--- src/rtl/mem_ctrl_arbiter_pkg.sv ---
`default_nettype none
// ============================================================================
// Module      : global_defs (package)
// Description : Shared memory-system types. Provides the request/response
//               field types used across the cache hierarchy plus the state
//               and owner encodings of the main-memory arbiter.
// Revision    : 1.0 - initial release
// ============================================================================
package global_defs;

    localparam int ADDR_W         = 32;
    localparam int BLOCK_DATA_W   = 128;                 // 16-byte blocks
    localparam int BLOCK_OFFSET_W = $clog2(BLOCK_DATA_W / 8);
    localparam int BLOCK_ADDR_W   = ADDR_W - BLOCK_OFFSET_W;

    typedef logic [ADDR_W-1:0]       addr_t;
    typedef logic [BLOCK_ADDR_W-1:0] main_mem_block_addr_t;
    typedef logic [BLOCK_DATA_W-1:0] block_data_t;

    typedef enum logic {
        READ  = 1'b0,
        WRITE = 1'b1
    } req_type_t;

    typedef enum logic [1:0] {
        BYTE  = 2'd0,
        HALF  = 2'd1,
        WORD  = 2'd2,
        DWORD = 2'd3
    } req_width_t;

    typedef enum logic [1:0] {
        IDLE      = 2'd0,
        ISSUE     = 2'd1,
        WAIT_RESP = 2'd2
    } mem_arb_state_t;

    typedef enum logic {
        OWNER_ICACHE = 1'b0,
        OWNER_DCACHE = 1'b1
    } mem_owner_t;

endpackage
`default_nettype wire

--- src/rtl/mem_arb_starve_ctr.sv ---
`default_nettype none
// ============================================================================
// Module      : mem_arb_starve_ctr
// Description : Saturating count of consecutive icache grants that were made
//               while the dcache was also requesting.
// Ports       : clk, rst_aH (async, active-high)
//               inc_i      - icache granted against a pending dcache request
//               clr_i      - dcache granted (clear wins over increment)
//               at_limit_o - count has reached STARVE_LIMIT
// Revision    : 1.0 - initial release
// ============================================================================
module mem_arb_starve_ctr
    import global_defs::*;
#(
    parameter int STARVE_LIMIT = 4
) (
    input  logic clk,
    input  logic rst_aH,
    input  logic inc_i,
    input  logic clr_i,
    output logic at_limit_o
);

    localparam int                 c_CTR_W = $clog2(STARVE_LIMIT + 1);
    localparam logic [c_CTR_W-1:0] c_LIMIT = c_CTR_W'(STARVE_LIMIT);

    logic [c_CTR_W-1:0] ctr_q;
    logic [c_CTR_W-1:0] ctr_d;

    assign at_limit_o = (ctr_q == c_LIMIT);

    always_comb begin
        ctr_d = ctr_q;
        if (clr_i) begin
            ctr_d = '0;
        end else if (inc_i && !at_limit_o) begin
            ctr_d = ctr_q + 1'b1;
        end
    end

    always_ff @(posedge clk or posedge rst_aH) begin
        if (rst_aH) begin
            ctr_q <= '0;
        end else begin
            ctr_q <= ctr_d;
        end
    end

endmodule
`default_nettype wire

--- src/rtl/mem_ctrl_arbiter.sv ---
`default_nettype none
// ============================================================================
// Module      : mem_ctrl_arbiter
// Description : Single-outstanding arbiter between the icache and dcache
//               memory paths. The icache has static priority; a starvation
//               counter forces a dcache win after STARVE_LIMIT consecutive
//               contended icache grants. The granted request is registered
//               and presented to the memory controller; read responses are
//               routed back to the owning cache in the cycle they arrive.
// Ports       : clk, rst_aH (async, active-high)
//               icache_req_*  - icache read requests (in) / ready (out)
//               dcache_req_*  - dcache read/write requests (in) / ready (out)
//               icache_resp_*, dcache_resp_* - routed block responses (out)
//               mem_ctrl_req_*  - request stream to memory (out) / ready (in)
//               mem_ctrl_resp_* - block response from memory (in)
//               spurious_resp - sticky: response seen with no read pending
// Revision    : 1.0 - initial release
// ============================================================================
module mem_ctrl_arbiter
    import global_defs::*;
#(
    parameter int STARVE_LIMIT = 4,
    parameter int VERBOSE      = 0
) (
    input  logic                 clk,
    input  logic                 rst_aH,

    input  logic                 icache_req_valid,
    input  main_mem_block_addr_t icache_req_block_addr,
    output logic                 icache_req_ready,

    input  logic                 dcache_req_valid,
    input  req_type_t            dcache_req_type,
    input  main_mem_block_addr_t dcache_req_block_addr,
    input  block_data_t          dcache_req_block_data,
    input  req_width_t           dcache_req_width,
    input  addr_t                dcache_req_addr,
    output logic                 dcache_req_ready,

    output logic                 icache_resp_valid,
    output block_data_t          icache_resp_block_data,
    output logic                 dcache_resp_valid,
    output block_data_t          dcache_resp_block_data,

    output logic                 mem_ctrl_req_valid,
    output req_type_t            mem_ctrl_req_type,
    output main_mem_block_addr_t mem_ctrl_req_block_addr,
    output block_data_t          mem_ctrl_req_block_data,
    output req_width_t           mem_ctrl_req_width,
    output addr_t                mem_ctrl_req_addr,
    input  logic                 mem_ctrl_req_ready,

    input  logic                 mem_ctrl_resp_valid,
    input  block_data_t          mem_ctrl_resp_block_data,

    output logic                 spurious_resp
);

    // Simulation-only tracing hook; intentionally produces no hardware.
    if (VERBOSE != 0) begin : g_verbose
    end

    mem_arb_state_t       state_q,      state_d;
    mem_owner_t           owner_q,      owner_d;
    req_type_t            req_type_q,   req_type_d;
    main_mem_block_addr_t req_baddr_q,  req_baddr_d;
    block_data_t          req_data_q,   req_data_d;
    req_width_t           req_width_q,  req_width_d;
    addr_t                req_addr_q,   req_addr_d;
    logic                 spurious_q,   spurious_d;

    logic w_grant_icache;
    logic w_grant_dcache;
    logic w_at_limit;

    mem_arb_starve_ctr #(
        .STARVE_LIMIT (STARVE_LIMIT)
    ) u_starve_ctr (
        .clk        (clk),
        .rst_aH     (rst_aH),
        .inc_i      (w_grant_icache && dcache_req_valid),
        .clr_i      (w_grant_dcache),
        .at_limit_o (w_at_limit)
    );

    // Grant depends only on state and request valids, never on
    // mem_ctrl_req_ready, so no combinational path reaches the upstream
    // readies from the memory side. Reset masks the grant so the readies
    // fall together with the asynchronous state reset.
    always_comb begin
        w_grant_icache = 1'b0;
        w_grant_dcache = 1'b0;
        if (state_q == IDLE && !rst_aH) begin
            w_grant_dcache = dcache_req_valid && (!icache_req_valid || w_at_limit);
            w_grant_icache = icache_req_valid && !w_grant_dcache;
        end
    end

    assign icache_req_ready = w_grant_icache;
    assign dcache_req_ready = w_grant_dcache;

    always_comb begin
        state_d     = state_q;
        owner_d     = owner_q;
        req_type_d  = req_type_q;
        req_baddr_d = req_baddr_q;
        req_data_d  = req_data_q;
        req_width_d = req_width_q;
        req_addr_d  = req_addr_q;
        case (state_q)
            IDLE: begin
                if (w_grant_icache) begin
                    owner_d     = OWNER_ICACHE;
                    req_type_d  = READ;
                    req_baddr_d = icache_req_block_addr;
                    req_data_d  = '0;
                    req_width_d = BYTE;
                    req_addr_d  = '0;
                    state_d     = ISSUE;
                end else if (w_grant_dcache) begin
                    owner_d     = OWNER_DCACHE;
                    req_type_d  = dcache_req_type;
                    req_baddr_d = dcache_req_block_addr;
                    req_data_d  = dcache_req_block_data;
                    req_width_d = dcache_req_width;
                    req_addr_d  = dcache_req_addr;
                    state_d     = ISSUE;
                end
            end
            ISSUE: begin
                // Writes retire on acceptance; only reads wait for data.
                if (mem_ctrl_req_ready) begin
                    state_d = (req_type_q == READ) ? WAIT_RESP : IDLE;
                end
            end
            WAIT_RESP: begin
                if (mem_ctrl_resp_valid) begin
                    state_d = IDLE;
                end
            end
            default: begin
                state_d = IDLE;
            end
        endcase
    end

    // A response is only legitimate while a read is outstanding.
    assign spurious_d = spurious_q || (mem_ctrl_resp_valid && state_q != WAIT_RESP);

    always_ff @(posedge clk or posedge rst_aH) begin
        if (rst_aH) begin
            state_q     <= IDLE;
            owner_q     <= OWNER_ICACHE;
            req_type_q  <= READ;
            req_baddr_q <= '0;
            req_data_q  <= '0;
            req_width_q <= BYTE;
            req_addr_q  <= '0;
            spurious_q  <= 1'b0;
        end else begin
            state_q     <= state_d;
            owner_q     <= owner_d;
            req_type_q  <= req_type_d;
            req_baddr_q <= req_baddr_d;
            req_data_q  <= req_data_d;
            req_width_q <= req_width_d;
            req_addr_q  <= req_addr_d;
            spurious_q  <= spurious_d;
        end
    end

    assign mem_ctrl_req_valid      = (state_q == ISSUE);
    assign mem_ctrl_req_type       = req_type_q;
    assign mem_ctrl_req_block_addr = req_baddr_q;
    assign mem_ctrl_req_block_data = req_data_q;
    assign mem_ctrl_req_width      = req_width_q;
    assign mem_ctrl_req_addr       = req_addr_q;

    assign icache_resp_valid = (state_q == WAIT_RESP) && mem_ctrl_resp_valid
                               && (owner_q == OWNER_ICACHE);
    assign dcache_resp_valid = (state_q == WAIT_RESP) && mem_ctrl_resp_valid
                               && (owner_q == OWNER_DCACHE);

    // Data is broadcast; each cache qualifies it with its own valid.
    assign icache_resp_block_data = mem_ctrl_resp_block_data;
    assign dcache_resp_block_data = mem_ctrl_resp_block_data;

    assign spurious_resp = spurious_q;

endmodule
`default_nettype wire

--- config.mk ---
export PLATFORM = sky130hd
export DESIGN_NAME = mem_ctrl_arbiter
export DESIGN_NICKNAME = d
export VERILOG_FILES = /design/src/rtl/mem_ctrl_arbiter_pkg.sv /design/src/rtl/mem_arb_starve_ctr.sv /design/src/rtl/mem_ctrl_arbiter.sv
export SDC_FILE = /design/constraint.sdc
export NUM_CORES = 1
export LEC_CHECK = 0
export CAP_MARGIN = 0
export CORE_AREA = 2 2 318 320
export DETAILED_ROUTE_END_ITERATION = 8
export DIE_AREA = 0 0 320 322
export GPL_TIMING_DRIVEN = 0
export PLACE_DENSITY = 0.41
export SLEW_MARGIN = 40
export SYNTH_ARGS = -nofsm -noshare
export SYNTH_HDL_FRONTEND = slang
export SYNTH_HIERARCHICAL = 1
export SYNTH_SLANG_ARGS = --single-unit
--- constraint.sdc ---
create_clock -name clk -period 8.7 [get_ports clk]
set_clock_uncertainty 0.2 [all_clocks]
set_input_delay 0.87 -clock clk [delete_from_list [all_inputs] [get_ports clk]]
set_output_delay 0.87 -clock clk [all_outputs]
set_load 0.01 [all_outputs]
==> impl_results.md <==
* Run status: finished, final reports clean
* Area used by multi-input combinational logic at 3080 µm²
* Synthesized area per cell at 10.6 µm²
* Insertion delay to the later sink of the worst-skew pair at 0.51 ns
* Total number of clock tree sinks at 198
* Sequential share of the synthesized area at 48.0%
* Via count of the routed design at 10.2k
* Peak supply drop at 0.151 mV
* Drt initial violations at 394
* Arrival time worst endpoint at 3.59 ns
* Placeable Area at 99600 µm²
* FF+latch area at 4950 µm²
* CTS tree: done
* Post-CTS setup-driven buffer insertion count at 0
* Final setup violation count at 0
* Final critical path time including I/O delays and setup at 4.66 ns
* Share of cells above drive strength 1 at 19.6%
* Power density of the placed cells at 248 nW/µm²
* Top fanout value on the critical path at 10
* Clk slew on worst S/H paths at 0.08 ns
* Global-route wire length before repair at 73.2 mm
* Crit path launch type: primary input
* Netlist cell types at 29
* Number of detailed-routing iterations run before antenna repair at 5
* Grt total ovfl at 0
* Most used DFF post-synth: sky130_fd_sc_hd__dfrtp_1
* Type of the worst min-delay path: reg -> reg
* Net count of the mapped netlist at 1333
* Cell count after synthesis at 978
* Number of top-level pins at 806
* Number of buffers added by the clock tree synthesis step at 17
* Die Wd at 320 µm
* HPWL after detailed placement at 42.0 mm
* Global router's overall resource usage at 9.77%
* Via count of the first global-routing pass at 10.5k
* Total count of max-transition violations in the final report at 0
* Fraction of registers with async set or reset after synthesis at 100%
* Number of enable-type register cells in the synthesized netlist at 0
* Area Overhead vs Synth at 88.8%
* Syn. warnings at 6
* Total of hold buffers inserted after clock tree synthesis at 0
* Area of the die at 103000 µm²
* Pin slew with the least headroom to its limit at 0.740 ns
* Placer's final routability congestion estimate at 0.767
* Final nets at 2033
* Total of flip-flops plus latches after synthesis at 198
* Unrepaired setup endpoints after global routing: no
* Final-layout fill cell count at 11.0k
* Height of the die at 322 µm
* Count of input and output buffers at 677
* Max Buffers Root-to-Sink at 2
* Root Buffer Master: sky130_fd_sc_hd__clkbuf_16
* Vias per cell at 3.39
* Standard-cell row count at 116
* Synthesized cell area at 10300 µm²
* Number of gates resized after cts at 0
* Number of violations of the max-capacitance limit at 0
* Worst EP required at 7.63 ns
* Final antenna-violating net count at 0
* Lkg Pwr at 7.98 nW
* Number of H-tree branching levels at 4
* Category of the most critical setup path: in -> out
* Share of the cycle needed by the critical path after routing at 53.5%
* Filler-free cell count of the finished design at 2995
* Overall Power at 0.00482 W
* Antenna violations before repair at 3
* Final WL at 52.7 mm
* Residual DRC count at 0
* Fmax at 215 MHz
* Rel. slew slack at 50.3%
* Final hold vios at 0
* Instance count after placement with tap cells included at 2957
* Pin count of the biggest net entering global routing at 68
* Effective utilization at floorplan at 10.4%
* Nature of the critical path endpoint: primary output
* Mean routed wirelength per cell at 17.6 µm
-- Yosys cell counts, types with 2 or more instances --
library cell | instances | area share (%)
sky130_fd_sc_hd__a21o_1 | 2 | 0.15
sky130_fd_sc_hd__a21oi_1 | 56 | 2.7
sky130_fd_sc_hd__a221o_1 | 28 | 2.7
sky130_fd_sc_hd__a22o_1 | 108 | 9.2
sky130_fd_sc_hd__a32oi_1 | 55 | 4.7
sky130_fd_sc_hd__and2_1 | 2 | 0.12
sky130_fd_sc_hd__and4b_1 | 2 | 0.19
sky130_fd_sc_hd__buf_1 | 3 | 0.11
sky130_fd_sc_hd__buf_2 | 19 | 0.92
sky130_fd_sc_hd__buf_4 | 266 | 19
sky130_fd_sc_hd__clkbuf_1 | 43 | 1.6
sky130_fd_sc_hd__dfrtp_1 | 198 | 48
sky130_fd_sc_hd__ha_1 | 2 | 0.24
sky130_fd_sc_hd__inv_1 | 6 | 0.22
sky130_fd_sc_hd__nand2_1 | 30 | 1.1
sky130_fd_sc_hd__nand2b_1 | 4 | 0.24
sky130_fd_sc_hd__nor2b_1 | 57 | 3.5
sky130_fd_sc_hd__nor3_1 | 30 | 1.5
sky130_fd_sc_hd__o21ai_0 | 57 | 2.8
-- stage by stage --
step                hold WS, ns  cell area [µm²]  worst slack (ns)  util (%)  TNS [ns]
global route              0.291            19500              3.89      19.6         0
detailed placement        0.248            18900              4.00      18.9         0
floorplan                 0.266            10300              2.32         -         0
global placement          0.249            18700             -1.74      18.8   -331.39
CTS                       0.270            19500              3.98      19.6         0
finish                    0.276            19500              4.04      19.6         0
-- area by class of cell --
cell class	count	area share, %
diodes	6	0.0770
plain buffers	331	11.7
clock buffers	19	2.27
clock inverters	13	0.950
inverters	6	0.154
multi-input cells	443	15.8
flip-flops and latches	198	25.4
well taps	1298	8.33
repair buffers	681	35.3
-- placed cells by master (no fill, tap or decap), types with 3 or more instances in the layout --
master / instances
sky130_fd_sc_hd__a32oi_1: 55
sky130_fd_sc_hd__o21ai_0: 57
sky130_fd_sc_hd__clkinv_8: 3
sky130_fd_sc_hd__a21oi_1: 56
sky130_fd_sc_hd__nor2b_1: 57
sky130_fd_sc_hd__a221o_1: 28
sky130_fd_sc_hd__clkdlybuf4s50_1: 677
sky130_fd_sc_hd__buf_2: 20
sky130_fd_sc_hd__inv_6: 3
sky130_fd_sc_hd__inv_1: 5
sky130_fd_sc_hd__clkbuf_2: 7
sky130_fd_sc_hd__buf_16: 4
sky130_fd_sc_hd__inv_8: 4
sky130_fd_sc_hd__buf_4: 266
sky130_fd_sc_hd__nor3_1: 30
sky130_fd_sc_hd__a22o_1: 108
sky130_fd_sc_hd__nand2b_1: 4
sky130_fd_sc_hd__clkbuf_1: 37
sky130_fd_sc_hd__nand2_1: 30
sky130_fd_sc_hd__diode_2: 6
sky130_fd_sc_hd__clkbuf_16: 17
sky130_fd_sc_hd__dfrtp_1: 198
-- where the power goes --
part	internal, W	switching, W
Clock	0.000447	0.000450
Sequential	0.00131	0.000285
Combinational	0.00131	0.00102
Total	0.00307	0.00176
-- path summary, 6_finish.rpt --
check,slack [ns],cells past startpoint,start,endpoint
max in group asynchronous,7.04,3,rst_aH,mem_ctrl_req_block_data[86]
max reg2reg,5.52,9,u_starve_ctr/ctr_q[0],u_starve_ctr/ctr_q[0]
min,0.28,1,spurious_resp,spurious_resp
min in group asynchronous,0.59,2,rst_aH,u_starve_ctr/ctr_q[0]
min reg2reg,0.28,1,spurious_resp,spurious_resp
max,4.04,5,icache_req_valid,icache_req_ready
-- registers in the layout, indices dropped and copies added, names as in the netlist --
signal	count
mem_ctrl_req_addr	32
mem_ctrl_req_block_addr	28
mem_ctrl_req_block_data	128
mem_ctrl_req_type	1
mem_ctrl_req_width	2
owner_q	1
spurious_resp	1
state_q	2
u_starve_ctr/ctr_q	3
-- routing by layer --
metal / GRT usage, % / part of all wire (%) / vias up
li1: - / - / 4686
met1: 11.0 / 39 / 4964
met2: 17.7 / 53 / 483
met3: 2.87 / 7.1 / 30
met4: 2.88 / 1.3 / 2
met5: 0 / 0.025 / -
-- logic make-up after synthesis --
| logic type | Yosys count | synth area share, % |
|---|---|---|
| buf+inv | 337 | 22.2 |
| simple gates | 131 | 6.99 |
| compound gates | 308 | 22.4 |
| mux | 2 | 0.242 |
| flops | 198 | 48.0 |
| fa+ha+maj | 2 | 0.242 |
-- worst max-delay path, cell delays in order --
cell,delay (ns)
sky130_fd_sc_hd__clkdlybuf4s50_1,0.72
sky130_fd_sc_hd__clkbuf_2,0.43
sky130_fd_sc_hd__and3_1,0.48
sky130_fd_sc_hd__clkbuf_1,0.43
sky130_fd_sc_hd__clkdlybuf4s50_1,0.64
Note: power is estimated with default switching activity, not from simulation.
